<file path="src/rtl/sift_uart_pkg.sv">
// Shared definitions for the BRAM-to-UART streamer.
//   state_t  : streamer FSM states
//   nb_bytes : bytes needed to carry one word of the given bit width
package sift_uart_pkg;

  typedef enum logic [2:0] {
    S_IDLE   = 3'd0,
    S_HEADER = 3'd1,
    S_FETCH  = 3'd2,
    S_BYTE   = 3'd3,
    S_TXWAIT = 3'd4,
    S_FINISH = 3'd5
  } state_t;

  function automatic int unsigned nb_bytes(input int unsigned bits);
    return (bits + 32'd7) / 32'd8;
  endfunction

endpackage

</file>
<file path="src/rtl/uart_tx.sv">
// 8N1 UART transmitter.
//   clk, rst : clock, synchronous active-high reset
//   data_i   : byte to send, captured when start_i is seen while idle
//   start_i  : one-cycle send request
//   done_o   : high while idle (ready for a new byte)
//   tx       : serial line, idle high
module uart_tx #(
  parameter int unsigned CLOCKS_PER_BAUD = 50
) (
  input  logic       clk,
  input  logic       rst,
  input  logic [7:0] data_i,
  input  logic       start_i,
  output logic       done_o,
  output logic       tx
);

  localparam int unsigned BCW = (CLOCKS_PER_BAUD > 1) ? $clog2(CLOCKS_PER_BAUD) : 1;

  logic [8:0]     shreg;
  logic [3:0]     bits_left;
  logic [BCW-1:0] baud_cnt;

  // Start bit is driven on acceptance; data bits then stop bit follow from shreg.
  always_ff @(posedge clk) begin
    if (rst) begin
      tx        <= 1'b1;
      done_o    <= 1'b1;
      shreg     <= '0;
      bits_left <= '0;
      baud_cnt  <= '0;
    end else if (done_o) begin
      if (start_i) begin
        tx        <= 1'b0;
        shreg     <= {1'b1, data_i};
        bits_left <= 4'd9;
        baud_cnt  <= '0;
        done_o    <= 1'b0;
      end
    end else if (baud_cnt == BCW'(CLOCKS_PER_BAUD - 1)) begin
      baud_cnt <= '0;
      if (bits_left == 4'd0) begin
        done_o <= 1'b1;
      end else begin
        tx        <= shreg[0];
        shreg     <= {1'b0, shreg[8:1]};
        bits_left <= bits_left - 4'd1;
      end
    end else begin
      baud_cnt <= baud_cnt + BCW'(1);
    end
  end

endmodule

</file>
<file path="src/rtl/stream_bram_uart.sv">
// Streams a burst of BRAM words out of a UART, MSB byte first, with an
// optional header byte before each burst.
//   clk, rst_in          : clock, synchronous active-high reset
//   start_in             : one-cycle burst request (accepted only when idle)
//   base_addr_in,count_in: first word address and number of words
//   data, address        : BRAM read data / read address
//   tx                   : UART serial output
//   busy_out, done_out   : burst in progress / one-cycle end-of-burst pulse
module stream_bram_uart
  import sift_uart_pkg::*;
#(
  parameter int unsigned BRAM_LENGTH     = 1000,
  parameter int unsigned BIT_DEPTH       = 13,
  parameter int unsigned BRAM_LATENCY    = 2,
  parameter int unsigned CLOCKS_PER_BAUD = 50,
  parameter int unsigned SEND_HEADER     = 1,
  parameter logic [7:0]  HEADER_BYTE     = 8'hA5
) (
  input  logic                               clk,
  input  logic                               rst_in,
  input  logic                               start_in,
  input  logic [$clog2(BRAM_LENGTH)-1:0]     base_addr_in,
  input  logic [$clog2(BRAM_LENGTH+1)-1:0]   count_in,
  input  logic [BIT_DEPTH-1:0]               data,
  output logic [$clog2(BRAM_LENGTH)-1:0]     address,
  output logic                               tx,
  output logic                               busy_out,
  output logic                               done_out
);

  localparam int unsigned AW = $clog2(BRAM_LENGTH);
  localparam int unsigned CW = $clog2(BRAM_LENGTH + 1);
  localparam int unsigned NB = nb_bytes(BIT_DEPTH);
  localparam int unsigned WW = NB * 8;
  localparam int unsigned LW = 3;

  state_t         state, state_d;
  logic [AW-1:0]  next_addr, next_addr_d, address_d;
  logic [CW-1:0]  remaining, remaining_d;
  logic [WW-1:0]  word, word_d, word_shift;
  logic [1:0]     byte_idx, byte_idx_d;
  logic [LW-1:0]  lat_cnt, lat_cnt_d;
  logic           hdr_phase, hdr_phase_d;
  logic           seen_busy, seen_busy_d;
  logic           uart_start, uart_start_d;
  logic [7:0]     uart_byte, uart_byte_d;
  logic           uart_idle;
  logic           busy_d, done_d;

  function automatic logic [AW-1:0] addr_inc(input logic [AW-1:0] a);
    return (a == AW'(BRAM_LENGTH - 1)) ? '0 : a + AW'(1);
  endfunction

  // Current byte of the word register; byte_idx counts down so MSB goes first.
  assign word_shift = word >> {byte_idx, 3'b000};

  // Next-state and register updates.
  always_comb begin
    state_d      = state;
    next_addr_d  = next_addr;
    address_d    = address;
    remaining_d  = remaining;
    word_d       = word;
    byte_idx_d   = byte_idx;
    lat_cnt_d    = lat_cnt;
    hdr_phase_d  = hdr_phase;
    seen_busy_d  = seen_busy;
    uart_start_d = 1'b0;
    uart_byte_d  = uart_byte;

    case (state)
      S_IDLE: begin
        if (start_in) begin
          remaining_d = count_in;
          if (SEND_HEADER != 0) begin
            next_addr_d = base_addr_in;
            state_d     = S_HEADER;
          end else if (count_in == '0) begin
            state_d = S_FINISH;
          end else begin
            address_d   = base_addr_in;
            next_addr_d = addr_inc(base_addr_in);
            lat_cnt_d   = '0;
            state_d     = S_FETCH;
          end
        end
      end
      S_HEADER: begin
        if (uart_idle) begin
          uart_start_d = 1'b1;
          uart_byte_d  = HEADER_BYTE;
          hdr_phase_d  = 1'b1;
          seen_busy_d  = 1'b0;
          state_d      = S_TXWAIT;
        end
      end
      S_FETCH: begin
        if (lat_cnt == LW'(BRAM_LATENCY)) begin
          word_d      = WW'(data);
          remaining_d = remaining - CW'(1);
          byte_idx_d  = 2'(NB - 1);
          state_d     = S_BYTE;
        end else begin
          lat_cnt_d = lat_cnt + LW'(1);
        end
      end
      S_BYTE: begin
        if (uart_idle) begin
          uart_start_d = 1'b1;
          uart_byte_d  = word_shift[7:0];
          hdr_phase_d  = 1'b0;
          seen_busy_d  = 1'b0;
          state_d      = S_TXWAIT;
        end
      end
      S_TXWAIT: begin
        // The UART must be seen busy before its idle flag means "byte sent".
        if (!uart_idle) begin
          seen_busy_d = 1'b1;
        end else if (seen_busy) begin
          if (!hdr_phase && byte_idx != 2'd0) begin
            byte_idx_d = byte_idx - 2'd1;
            state_d    = S_BYTE;
          end else if (remaining == '0) begin
            state_d = S_FINISH;
          end else begin
            address_d   = next_addr;
            next_addr_d = addr_inc(next_addr);
            lat_cnt_d   = '0;
            state_d     = S_FETCH;
          end
        end
      end
      S_FINISH: state_d = S_IDLE;
      default:  state_d = S_IDLE;
    endcase

    busy_d = (state_d != S_IDLE) && (state_d != S_FINISH);
    done_d = (state_d == S_FINISH);
  end

  // State and datapath registers.
  always_ff @(posedge clk) begin
    if (rst_in) begin
      state      <= S_IDLE;
      address    <= '0;
      next_addr  <= '0;
      remaining  <= '0;
      word       <= '0;
      byte_idx   <= '0;
      lat_cnt    <= '0;
      hdr_phase  <= 1'b0;
      seen_busy  <= 1'b0;
      uart_start <= 1'b0;
      uart_byte  <= '0;
      busy_out   <= 1'b0;
      done_out   <= 1'b0;
    end else begin
      state      <= state_d;
      address    <= address_d;
      next_addr  <= next_addr_d;
      remaining  <= remaining_d;
      word       <= word_d;
      byte_idx   <= byte_idx_d;
      lat_cnt    <= lat_cnt_d;
      hdr_phase  <= hdr_phase_d;
      seen_busy  <= seen_busy_d;
      uart_start <= uart_start_d;
      uart_byte  <= uart_byte_d;
      busy_out   <= busy_d;
      done_out   <= done_d;
    end
  end

  uart_tx #(
    .CLOCKS_PER_BAUD(CLOCKS_PER_BAUD)
  ) u_uart (
    .clk    (clk),
    .rst    (rst_in),
    .data_i (uart_byte),
    .start_i(uart_start),
    .done_o (uart_idle),
    .tx     (tx)
  );

endmodule
</file>
<file path="config.mk">
export PLATFORM = sky130hd
export DESIGN_NAME = stream_bram_uart
export DESIGN_NICKNAME = d
export VERILOG_FILES = /design/src/rtl/sift_uart_pkg.sv /design/src/rtl/uart_tx.sv /design/src/rtl/stream_bram_uart.sv
export SDC_FILE = /design/constraint.sdc
export NUM_CORES = 1
export LEC_CHECK = 0
export BUFFER_PORTS_ARGS = -buffer_cell sky130_fd_sc_hd__buf_2
export CORE_MARGIN = 2
export CORE_UTILIZATION = 50
export DETAILED_ROUTE_END_ITERATION = 8
export MAX_ROUTING_LAYER = met4
export PLACE_DENSITY_LB_ADDON = 0.05
export SLEW_MARGIN = 20
export SYNTH_ARGS = -nofsm -noshare
export SYNTH_HDL_FRONTEND = slang
export SYNTH_SLANG_ARGS = --single-unit
</file>
<file path="constraint.sdc">
create_clock -name clk -period 2 [get_ports clk]
set_input_delay 0.1 -clock clk [delete_from_list [all_inputs] [get_ports clk]]
set_output_delay 0.1 -clock clk [all_outputs]
set_load 0.02 [all_outputs]
</file>
Word level (Yosys, flattened, before mapping)
Index checks and enable logic that the tools add are counted.
{"block": "word_totals", "inputBits": 36, "word_cells": 133, "register_bits": 85, "out_inout_bits": 13}
{"block": "classes", "n_addsub": 6, "bitwise": 3, "eq_ne": 23, "shift": 1, "reduce_logical": 25, "muxes": 57}
{"operator": "$mux W10", "n": 8}
{"operator": "$pmux W10 S2", "n": 2}
{"operator": "$mux W3", "n": 12}
{"operator": "$mux W9", "n": 4}
{"operator": "$mux W6", "n": 3}
{"operator": "$ne A2 B2 Y1 const B", "n": 9}
{"operator": "$mux W4", "n": 4}
{"operator": "$mux W8", "n": 2}
{"operator": "$pmux W8 S2", "n": 1}
{"operator": "$reduce_bool A2 Y1", "n": 7}
{"operator": "$shr A13 B5 Y8", "n": 1}
{"operator": "$mux W1", "n": 12}
{"operator": "$pmux W3 S4", "n": 1}
{"operator": "$reduce_and A3 Y1", "n": 4}
{"operator": "$reduce_and A6 Y1", "n": 2}
{"operator": "$add A10 B1 Y10 const B", "n": 1}
{"operator": "$eq A10 B10 Y1 const B", "n": 1}
{"operator": "$logic_not A10 Y1", "n": 1}
{"operator": "$ne A2 B1 Y1 const B", "n": 5}
{"operator": "$reduce_and A5 Y1", "n": 2}
{"operator": "$sub A10 B1 Y10 const B", "n": 1}
{"operator": "$eq A3 B2 Y1 const B", "n": 3}
{"operator": "$mux W2", "n": 4}
{"operator": "$add A6 B1 Y6 const B", "n": 1}
{"operator": "18 further kinds", "n": 24}

Depth between registers and ports, before layout
Gate-level depths: netlist of the first run.
{"block": "logic_depth", "word_depth": 8, "depth_mapped": 9}

Hierarchy
From an unflattened synthesis of the first run, not the netlist that was laid out.
{"block": "unflattened", "cells_unflattened": 528, "area_unflattened_um2": 4369.2}
{"mod": "stream_bram_uart", "n_inst": 1, "cells_each": 410, "area_per_inst_um2": 3318.2, "seq_area_each_um2": 1281.2}
{"mod": "uart_tx", "n_inst": 1, "cells_each": 118, "area_per_inst_um2": 1051.0, "seq_area_each_um2": 420.4}

Worst setup path after synthesis of the first run
OpenSTA, ideal clock, no wires.
{"block": "synth_path", "kind": "reg2reg", "start": "reg byte_idx[0]", "end": "reg next_addr[2]", "arrival_time_ps": 2015, "path_stages_with_launch": 10, "period_less_slack_ps": 2130, "path_slack_ps": -130, "setup_ps": 116, "cell_sequence": "dfxtp_1 -> clkbuf_1 -> inv_1 -> ha_1 -> or2_2 -> a41oi_2 -> o21bai_1 -> buf_4 -> nor3_1 -> a31o_1"}
{"block": "synth_between", "elab_chain_len": 4}
{"item": "start: declaration", "line": "stream_bram_uart.sv:41", "rtl": "logic [1:0] byte_idx, byte_idx_d;"}
{"item": "start signal: assignment", "line": "stream_bram_uart.sv:164", "rtl": "byte_idx <= byte_idx_d;"}
{"item": "$reduce_bool A2 Y1", "line": "stream_bram_uart.sv:121", "rtl": "if (!hdr_phase && byte_idx != 2'd0) begin"}
{"item": "$logic_and A1 B1 Y1", "line": "stream_bram_uart.sv:121"}
{"item": "$ne A2 B2 Y1 (no source line)"}
{"item": "$reduce_and A6 Y1 (no source line)"}
{"item": "end signal: assignment", "line": "stream_bram_uart.sv:161", "rtl": "next_addr <= next_addr_d;"}
{"item": "end: declaration", "line": "stream_bram_uart.sv:38", "rtl": "logic [AW-1:0] next_addr, next_addr_d, address_d;"}
No other way between the ends.
A chain may end at the register's enable or synchronous reset.

Final worst setup path of the first run
{"block": "layout_path", "start": "reg state[0]", "end": "reg next_addr[6]"}
{"block": "layout_between", "elab_chain_len": 3, "elab_cells_between_ends": 10, "cone_classes": "eq/ne (6); mux (1); reduce/logical (3)"}
{"item": "start: declaration", "line": "stream_bram_uart.sv:37", "rtl": "state_t state, state_d;"}
{"item": "start signal: assignment", "line": "stream_bram_uart.sv:159", "rtl": "state <= state_d;"}
{"item": "$eq A3 B3 Y1 or $logic_not A3 Y1 (tied branches)", "line": "stream_bram_uart.sv:71", "rtl": "case (state)"}
{"item": "$ne A2 B1 Y1 (no source line), or another cell as far along"}
{"item": "$reduce_and A6 Y1 (no source line)"}
Several ways; a longest one is shown, not always the timed one.

==> metrics, run 1 <==
status finished clean; Max Slew Vio Count 0; first-pass GRT wire length 16700 um; clk root buf clkbuf_8; H-tree depth 3; flop2flop setup slack 0.08 ns; synth warn 0; routability congestion estimate 0.824; slew of the pin with the lowest slew margin 0.601 ns; antenna viol nets, final 0; register area 1700 um^2; initial antenna violation count 0; dominant cell type by area after synthesis dfxtp_1; Row Count 33; initial DRC count around 140; Core Area just over 8000 um^2; Clock Skew between 0.01 and 0.015 ns; VDD IR-drop max around 0.45 mV; Clk pwr share 33.2%; Post-DP HPWL between 6000 and 7000 um; post-synthesis mux area share 4.12%; multi-input logic area roughly 2300 um^2; Critical Path RT about 2.3 ns; drt pass-1 iters 4; Final Setup Violations 0; fillers 738; CP dominant cell by count buf_4; Antenna diodes 0; Final period util 95.9%; Seq cells post-synth 85; P&R area growth vs syn 22.6%; CTS tree yes; gate count after technology mapping between 500 and 600; Clock transition at path regs 0.09 ns; Max Freq 0.521 GHz; pwr/cell area 706 nW/um^2; Startpoint Class register; Final min period 1.92 ns; slowest stage delay, CP 0.40 ns; Total Routed Length about 9900 um; Placed Area 4670 um^2; Synth area leaders dfxtp_1, nor2_1, a21oi_1; top_reg_cell synth dfxtp_1; EDFF count, synth 0; I/O Pins 49; crit path max fanout 8; Initial Util about half; Post-Synth Simple-Gate Area approximately 26%; sequential share of the synthesized area 40.9%; total negative slack 0 ns; die area just over 9000 um^2; syn nets 553; largest family of logic cells by synthesized area simple AND/OR/NAND/NOR gates; DR DRC count 0; max_cap viols 0; leakage power 2.06 nW; CTS Buf Count 9; CP arrival roughly 2.2 ns; Synth top area share 40.9%; ys async rst share 0%; total net switching power 0.00107 W; syn_area_per_cell between 8 and 9 um^2; DIE HEIGHT 95.2 um; Pint around 0.0025 W; Combinational Power Share 15.5%; RSZ-0062 raised after global routing no; critical setup path kind register to register; final instance area 5100 um^2; slowest CP cell dfxtp_1; Flop pwr share between 50 and 60%; number of global-route vias before repair 3695; Relative slew margins 59.6%; Nets 630; Fin. Hold Viols 0; Synth Area in XOR/XNOR 0.210%; largest net degree at the start of global routing 34; vias per cell 5.55; Total GRT Usage 23.9%; I/O Buffers 48; switching share of power between 20% and 30%; post-synthesis compound-gate area fraction 21.3%; CP Capture Type register; via count around 3.9k; total grt overflow 0; Sink Count 85; CP cell instances buf_4 -> nor3b_4 -> a41oi_2 -> buf_4 -> a41oi_4 -> nor2_2 -> a2111oi_2; synth unique cells 65; Die X 95.2 um; area of the mapped netlist 4160 um^2; Clock Latency Late Sink 0.36 ns; Worst Hold Class input pin to register; fraction of layout instances using a drive strength above 1 about 22%; routed length per instance about 14 um; clock buffer depth 2; post-synthesis adder-cell area fraction 2.71%
[path summary, 6_finish.rpt]
kind / from / cells after the start / to
min reg2reg: word[8] / 2 / word[8]
max: state[0] / 7 / next_addr[6]
min: base_addr_in[4] / 3 / next_addr[4]
max reg2reg: state[0] / 7 / next_addr[6]
[final cells by class]
| class | instances | area share [%] |
|---|---|---|
| Clock inverter | 6 | 1.05 |
| Tap cell | 105 | 2.57 |
| Multi-Input combinational cell | 372 | 45.2 |
| Sequential cell | 85 | 33.3 |
| Timing Repair Buffer | 101 | 14.0 |
| Clock buffer | 10 | 2.70 |
| Inverter | 16 | 1.18 |
[per-layer routing]
| layer | vias to the layer above | track usage (%) | wire (um) |
|---|---|---|---|
| met5 | - | - | 0 |
| met4 | 0 | 7.00 | 72 |
| met3 | 5 | 4.82 | 407 |
| met2 | 73 | 38.7 | 4770 |
| met1 | 1799 | 30.3 | 4660 |
| li1 | 1981 | - | - |
[Yosys cell counts (all sizes together), types with 2 or more instances]
| master | instances |
|---|---|
| o22ai | 3 |
| a22o | 2 |
| a22oi | 7 |
| nand2b | 4 |
| a311oi | 3 |
| nor3 | 14 |
| inv | 16 |
| ha | 9 |
| a41oi | 4 |
| nor4 | 11 |
| or3b | 3 |
| nor2b | 5 |
| nor4b | 2 |
| o21ai | 19 |
| a21bo | 2 |
| nor2 | 79 |
| nand3b | 5 |
| nor3b | 7 |
| a31o | 2 |
| a31oi | 3 |
| o21bai | 3 |
| a21oi | 41 |
| o32ai | 4 |
| mux2i | 16 |
| o31ai | 4 |
| and2 | 2 |
| or2 | 3 |
| a221oi | 6 |
| a211oi | 14 |
| and4 | 4 |
| clkbuf | 24 |
| o211ai | 4 |
| nand2 | 54 |
| nand3 | 16 |
| buf | 11 |
| nand4 | 3 |
| dfxtp | 85 |
| a32oi | 2 |
[cells by family after synthesis]
| logic type | after synthesis |
|---|---|
| simple gates | 217 |
| compound gates | 128 |
| flops | 85 |
| buf+inv | 51 |
| mux | 17 |
| fa+ha+maj | 9 |
| xor+xnor | 1 |
[registers in the layout (all words and copies together), names as in the netlist]
register / flops
seen_busy: 1
uart_byte: 8
hdr_phase: 1
u_uart.tx: 1
u_uart.baud_cnt: 6
address: 10
done_out: 1
next_addr: 10
word: 13
busy_out: 1
u_uart.bits_left: 4
byte_idx: 2
state: 3
remaining: 10
u_uart.done_o: 1
u_uart.shreg: 9
uart_start: 1
lat_cnt: 3
[metrics by stage]
step	hold WS [ns]	utilization [%]	power, W	instances	setup WS (ns)
after detailed placement	0.348	57.4	0.00239	661	0.0161
final	0.0697	62.7	0.00360	695	0.0813
after CTS	0.0497	61.5	0.00362	690	0.0261
after global placement	0.340	57.4	0.00237	661	0.0203
after global routing	0.0847	62.7	0.00378	695	0.00333
after floorplan	0.236	-	0.00220	508	0.0291
[power by group through the flow]
stage / logic [W] / registers (W) / clock network, W
2_1_floorplan: 0.000345 / 0.00186 / 0
3_3_place_gp: 0.000497 / 0.00188 / 0
3_5_place_dp: 0.000506 / 0.00188 / 0
4_1_cts: 0.000531 / 0.00184 / 0.00124
5_1_grt: 0.000623 / 0.00186 / 0.00130
6_report: 0.000559 / 0.00185 / 0.00120
[what timing repair did]
action	4_1_cts	5_1_grt
gates resized for setup	2	9
setup buffers	0	4
cloned	0	1
hold endpoints to repair	13	0
hold buffers	13	0
pin swaps	0	2
setup endpoints to repair	9	31
[critical path, delay by kind of cell, from the launching register on]
| kind | cells | cell delay [ns] |
|---|---|---|
| buf+inv | 2 | 0.38 |
| compound gates | 3 | 0.79 |
| simple gates | 2 | 0.26 |
| flops | 1 | 0.40 |
[cell usage in the layout, fill, tap and decap left out, types with 3 or more instances in the layout]
master,synthesis,routed
a211oi_1,14,13
a21oi_1,41,41
a221oi_1,6,6
a22oi_1,7,7
a311oi_1,3,3
and4_1,4,4
buf_2,7,48
buf_4,2,37
clkbuf_8,0,10
dfxtp_1,85,85
dlygate4sd3_1,0,13
ha_1,9,9
inv_1,16,16
inv_6,0,3
mux2i_1,16,16
nand2_1,54,53
nand2b_1,4,4
nand3_1,16,16
nand3b_1,5,5
nand4_1,3,3
nor2_1,78,78
nor2b_1,5,4
nor3_1,13,13
nor3b_1,5,5
nor4_1,10,10
o211ai_1,4,4
o21ai_0,15,15
o21ai_1,4,4
o22ai_1,3,3
o31ai_1,4,3
o32ai_1,4,4
or2_2,3,3
(Power assumes the default switching activity.)
==> run 2, diff against run 1 <==
- CORE_MARGIN: 2 -> not set
==> run 2 against run 1 <==
Sequential power barely moved. Count of clock-buffer cells in the layout is the same. Clock skew up 0.0029 ns. Hold slack better by 0.015 ns. Global-route usage increased by 1.2 points. Clock power up 9%. Fmax is 3.2% higher. Cell area up 0.20%. Critical path type unchanged. Largest power group unchanged.
==> metrics, run 2 (same netlist as run 1, synthesis figures left out) <==
status finished clean; Final Setup Violations 0 (unchanged); GRT met3 Usage 5.69% (+0.87 points); initial DRC count 210 (+53%); Core Area 7890 um^2 (-3.0%); CTS tree yes; CTS Buf Count 9 (unchanged); Reg with most FFs word; commonest non-fill, non-tap cell in the layout dfxtp_1; Core Util, Final 64.8% (+2.1 points); leakage power 2.05 nW (-0.59%); I/O Buffers 48 (unchanged); Total Routed Length 9980 um (+0.74%); max_cap viols 0 (unchanged); routability congestion estimate 0.874 (+6.1%); total grt overflow 0 (unchanged); DIE HEIGHT 93.2 um (-2.1%); P&R area growth vs syn 22.9%; largest net degree at the start of global routing 43 (+26%); max reg flops 13 (unchanged); Finished Layout Cells 688 (-1.0%); die area 8690 um^2 (-4.2%); Total GRT Usage 25.2% (+1.2 points); Worst Hold Class input pin to register; drt pass-1 iters 5 (+1); CP arrival 2.12 ns (-0.06 ns); first-pass GRT wire length 17100 um (+2.3%); initial antenna violation count 0 (unchanged); met1 Usage GRT 31.7% (+1.4 points); grt met2 use 40.6% (+1.9 points); clk root buf clkbuf_8; Clock Skew 0.0149 ns (+0.00292 ns); stages on the worst setup path 8 (+1); pwr/cell area 730 nW/um^2 (+3.4%); Antenna diodes 0 (unchanged); Relative slew margins 67.3% (+7.7 points); fillers 658 (-11%); grt peak-use layer met2; Nets 626 (-0.63%); Post-DP HPWL 6790 um (-0.96%); critical setup path kind register to register; multi-input logic area 2330 um^2 (+1.1%); I/O Pins 49 (unchanged); slowest CP cell dfxtp_1; Startpoint Class register; number of global-route vias before repair 3784 (+2.4%); Clock transition at path regs 0.09 ns (about the same); most frequent cells in the layout dfxtp_1, nor2_1, nand2_1; slowest stage delay, CP 0.33 ns (-0.07 ns); crit path max fanout 3 (-5); Hold Path Cell Cnt 3 (unchanged); DR DRC count 0 (unchanged); final instance area 5110 um^2 (+0.20%); Max Slew Vio Count 0 (unchanged); fraction of layout instances using a drive strength above 1 22.2% (-0.19 points); register area 1710 um^2 (+0.37%); Clock Latency Late Sink 0.36 ns (about the same); clock buffer depth 2 (unchanged); Placed Area 4680 um^2 (+0.19%); Row Count 32 (-3.0%); CP Capture Type register; dpl cells 658 (-0.45%); r2r worst-path depth 8 (+1); slew of the pin with the lowest slew margin 0.489 ns (-0.111 ns); Die X 93.2 um (-2.1%); Fin. Hold Viols 0 (unchanged); H-tree depth 3 (unchanged); CP cell instances inv_1 -> ha_1 -> nor4b_4 -> buf_4 -> a31oi_4 -> o31ai_1 -> inv_1 -> nor3_1; Initial Util 52.8% (+1.6 points); routed length per instance 14.5 um (+1.8%); Sink Count 85 (unchanged); Max Freq 0.538 GHz (+3.2%); Setup Buffers After CTS 0 (unchanged); Top delay family on crit path simple AND/OR/NAND/NOR gates; Bufs and invs on worst path 3 (+1); Critical Path RT 2.27 ns (about the same); CP dominant cell by count inv_1; Final period util 92.9% (-3.0 points); vias per cell 5.78 (+4.1%); antenna viol nets, final 0 (unchanged); VDD IR-drop max 0.547 mV (+22%); via count 3977 (+3.1%); Final min period 1.86 ns (-0.0600 ns)
==> run 2: changes by cell type in the layout (fill, tap and decap cells not counted), sizes merged <==
cell,previous run,this run
clkbuf,11,10
a41oi,4,5
buf,87,83
clkinv,1,0
bufinv,0,1
==> run 2: power by group <==
| group | internal (W) | switching, W |
|---|---|---|
| sequential | 0.00176 | 0.0000829 |
| clock | 0.000634 | 0.000676 |
| combinational | 0.000262 | 0.000312 |
==> run 2: path summary, 6_finish.rpt <==
path                                      start           end  slack, ns
worst max-delay path               remaining[1]      done_out       0.14
worst min-delay path            base_addr_in[4]  next_addr[4]       0.08
worst max register to register     remaining[1]      done_out       0.14
worst min register to register         word[12]      word[12]       0.46
==> run 2: repair_timing <==
action / in CTS / in global routing
gates resized for setup: 0 / 17
endpoints found under the hold margin: 13 / 0
hold buffers: 13 / 0
endpoints found under the setup margin: 0 / 32
==> run 2: through the flow <==
step                power, W  TNS [ns]  worst slack (ns)  hold WS, ns
global placement     0.00238         0            0.0596        0.339
floorplan            0.00220         0            0.0291        0.236
CTS                  0.00371         0           0.00941       0.0676
global route         0.00392   -0.0155           -0.0148       0.0732
finish               0.00373         0             0.141       0.0844
detailed placement   0.00239         0            0.0351        0.346
==> run 2: final cells by class <==
class	instances	area share [%]
Tap cell	102	2.50
Sequential cell	85	33.4
Multi-Input combinational cell	373	45.6
Clock buffer	10	2.69
Timing Repair Buffer	96	13.2
Inverter	16	1.17
Clock inverter	6	1.47
==> run 2: layer usage <==
metal	up-vias	wire length [um]	part of all wire (%)
met4	0	150	1.5
li1	1977	-	-
met5	-	0	0
met2	98	4730	47
met3	19	429	4.3
met1	1883	4670	47
==> run 2: tightest hold or removal path: stages <==
cell	delay, ns
buf_2	0.10
a21oi_1	0.12
o32ai_1	0.08
==> run 3, diff against run 2 <==
- CORE_UTILIZATION: 50 -> 52
==> run 3 against run 2 <==
Clock skew fell by 0.0068 ns. Cell area fell by 1.6%. Register-to-register slack hardly changed. Via count decreased by 2.5%. Largest cell class unchanged. Critical endpoint is now remaining[8]. Highest routed layer unchanged. Setup slack lost 0.014 ns. Largest power group unchanged.
==> metrics, run 3 (same netlist as run 1, synthesis figures left out) <==
status finished clean; Final Setup Violations 0 (unchanged); first-pass GRT wire length 17000 um (-0.60%); Final period util 93.6% (+0.70 points); CP Capture Type register; crit path max fanout 5 (+2); Core Util, Final 65.1% (+0.28 points); critical setup path kind register to register; routed length per instance 14.2 um (-1.8%); die area 8360 um^2 (-3.8%); Clock Skew 0.00811 ns (-0.00678 ns); CTS tree yes; clk root buf clkbuf_8; Critical Path RT 2.25 ns (-0.02 ns); Relative slew margins 68.2% (+0.96 points); CTS Buf Count 9 (unchanged); Clock Latency Late Sink 0.36 ns (about the same); fraction of layout instances using a drive strength above 1 20.5% (-1.7 points); Final min period 1.87 ns (+0.0141 ns); pwr/cell area 746 nW/um^2 (+2.3%); Startpoint Class register; Die X 91.5 um (-1.9%); final instance area 5030 um^2 (-1.6%); r2r worst-path depth 7 (-1); routability congestion estimate 0.971 (+11%); Sink Count 85 (unchanged); initial DRC count 192 (-8.6%); Nets 621 (-0.80%); Post-DP HPWL 6610 um (-2.8%); clock buffer depth 2 (unchanged); Fin. Hold Viols 0 (unchanged); Fin Hold WS 0.0526 ns (-0.0318 ns); slew of the pin with the lowest slew margin 0.477 ns (-0.0125 ns); P&R area growth vs syn 20.9%; vias per cell 5.68 (-1.8%); Row Count 32 (unchanged); Hold Path Cell Cnt 2 (-1); Max Freq 0.534 GHz (-0.75%); Total Routed Length 9730 um (-2.5%); total grt overflow 0 (unchanged); Max Slew Vio Count 0 (unchanged); number of global-route vias before repair 3652 (-3.5%); I/O Buffers 48 (unchanged); Critical R2R Launch remaining[0]; worst hold path startpoint rst_in; DR DRC count 0 (unchanged); Initial Util 53.9% (+1.1 points); flop2flop setup slack 0.13 ns (about the same); total negative slack 0 ns (unchanged); Antenna diodes 0 (unchanged); antenna viol nets, final 0 (unchanged); H-tree depth 3 (unchanged); DIE HEIGHT 91.5 um (-1.9%); commonest non-fill, non-tap cell in the layout dfxtp_1; max reg flops 13 (unchanged); Worst Hold Class input pin to register; Clock transition at path regs 0.09 ns (about the same); most frequent cells in the layout dfxtp_1, nor2_1, nand2_1; dpl cells 654 (-0.61%); Finished Layout Cells 683 (-0.73%); initial antenna violation count 0 (unchanged); RSZ-0062 raised after global routing yes; Reg with most FFs word; Total GRT Usage 25.7% (+0.57 points); drt pass-1 iters 4 (-1); Placed Area 4640 um^2 (-0.91%); I/O Pins 49 (unchanged); Critical Path Start remaining[0]; Reg2Reg Capture Point remaining[8]; Core Area 7730 um^2 (-2.0%); VDD IR-drop max 0.422 mV (-23%); leakage power 2.01 nW (-1.8%); Min-Delay Endpoint address[8]; max_cap viols 0 (unchanged); CP arrival 2.12 ns (about the same); via count 3878 (-2.5%); largest net degree at the start of global routing 59 (+37%)
-- run 3: critical path: stages (launching register included) --
cell and delay, ns:
dfxtp_1 0.33, inv_1 0.12, ha_1 0.21, or3b_2 0.52, nor3b_1 0.21, o21ai_0 0.10, a22oi_1 0.21, nor2_1 0.06
-- run 3: power by group --
part           internal (W)  switching, W  total [W]
registers           0.00176     0.0000809    0.00184
clock network      0.000740      0.000644    0.00138
logic              0.000239      0.000288   0.000527
-- run 3: worst max-delay path by stage --
stage,depth (start not counted),slack [ns],end
6_report,7,0.13,remaining[8]
5_1_grt,6,-0.02,remaining[6]
4_1_cts,7,0.06,busy_out
3_5_place_dp,7,0.02,u_uart.shreg[3]
3_3_place_gp,7,0.13,u_uart.bits_left[0]
2_1_floorplan,9,0.03,next_addr[2]
-- run 3: final cells by class --
type | count | area, um^2
Fill cell | 675 | 2700
Multi-Input combinational cell | 372 | 2290
Sequential cell | 85 | 1700
Timing Repair Buffer | 92 | 628
Clock buffer | 11 | 141
Tap cell | 102 | 128
Clock inverter | 5 | 83.8
Inverter | 16 | 60.1
-- run 3: timing repair --
action / CTS / global route
endpoints found under the hold margin: 13 / 0
resized for setup: 1 / 7
setup buffers: 0 / 0
cloned: 0 / 0
hold buffers: 13 / 0
setup endpoints to repair: 1 / 23
-- run 3: through the flow --
stage	setup WS, ns	power [W]
2_1_floorplan	0.0291	0.00220
3_3_place_gp	0.126	0.00236
3_5_place_dp	0.0166	0.00237
4_1_cts	0.0629	0.00377
5_1_grt	-0.0170	0.00392
6_report	0.127	0.00376
-- run 3: per-layer routing --
metal  global-route usage, %  up-vias  routed length, um
li1                        -     1961                  -
met3                    4.69       14                347
met1                    32.6     1833               4620
met2                    41.5       70               4620
met5                       -        -                  0
met4                    8.07        0                140
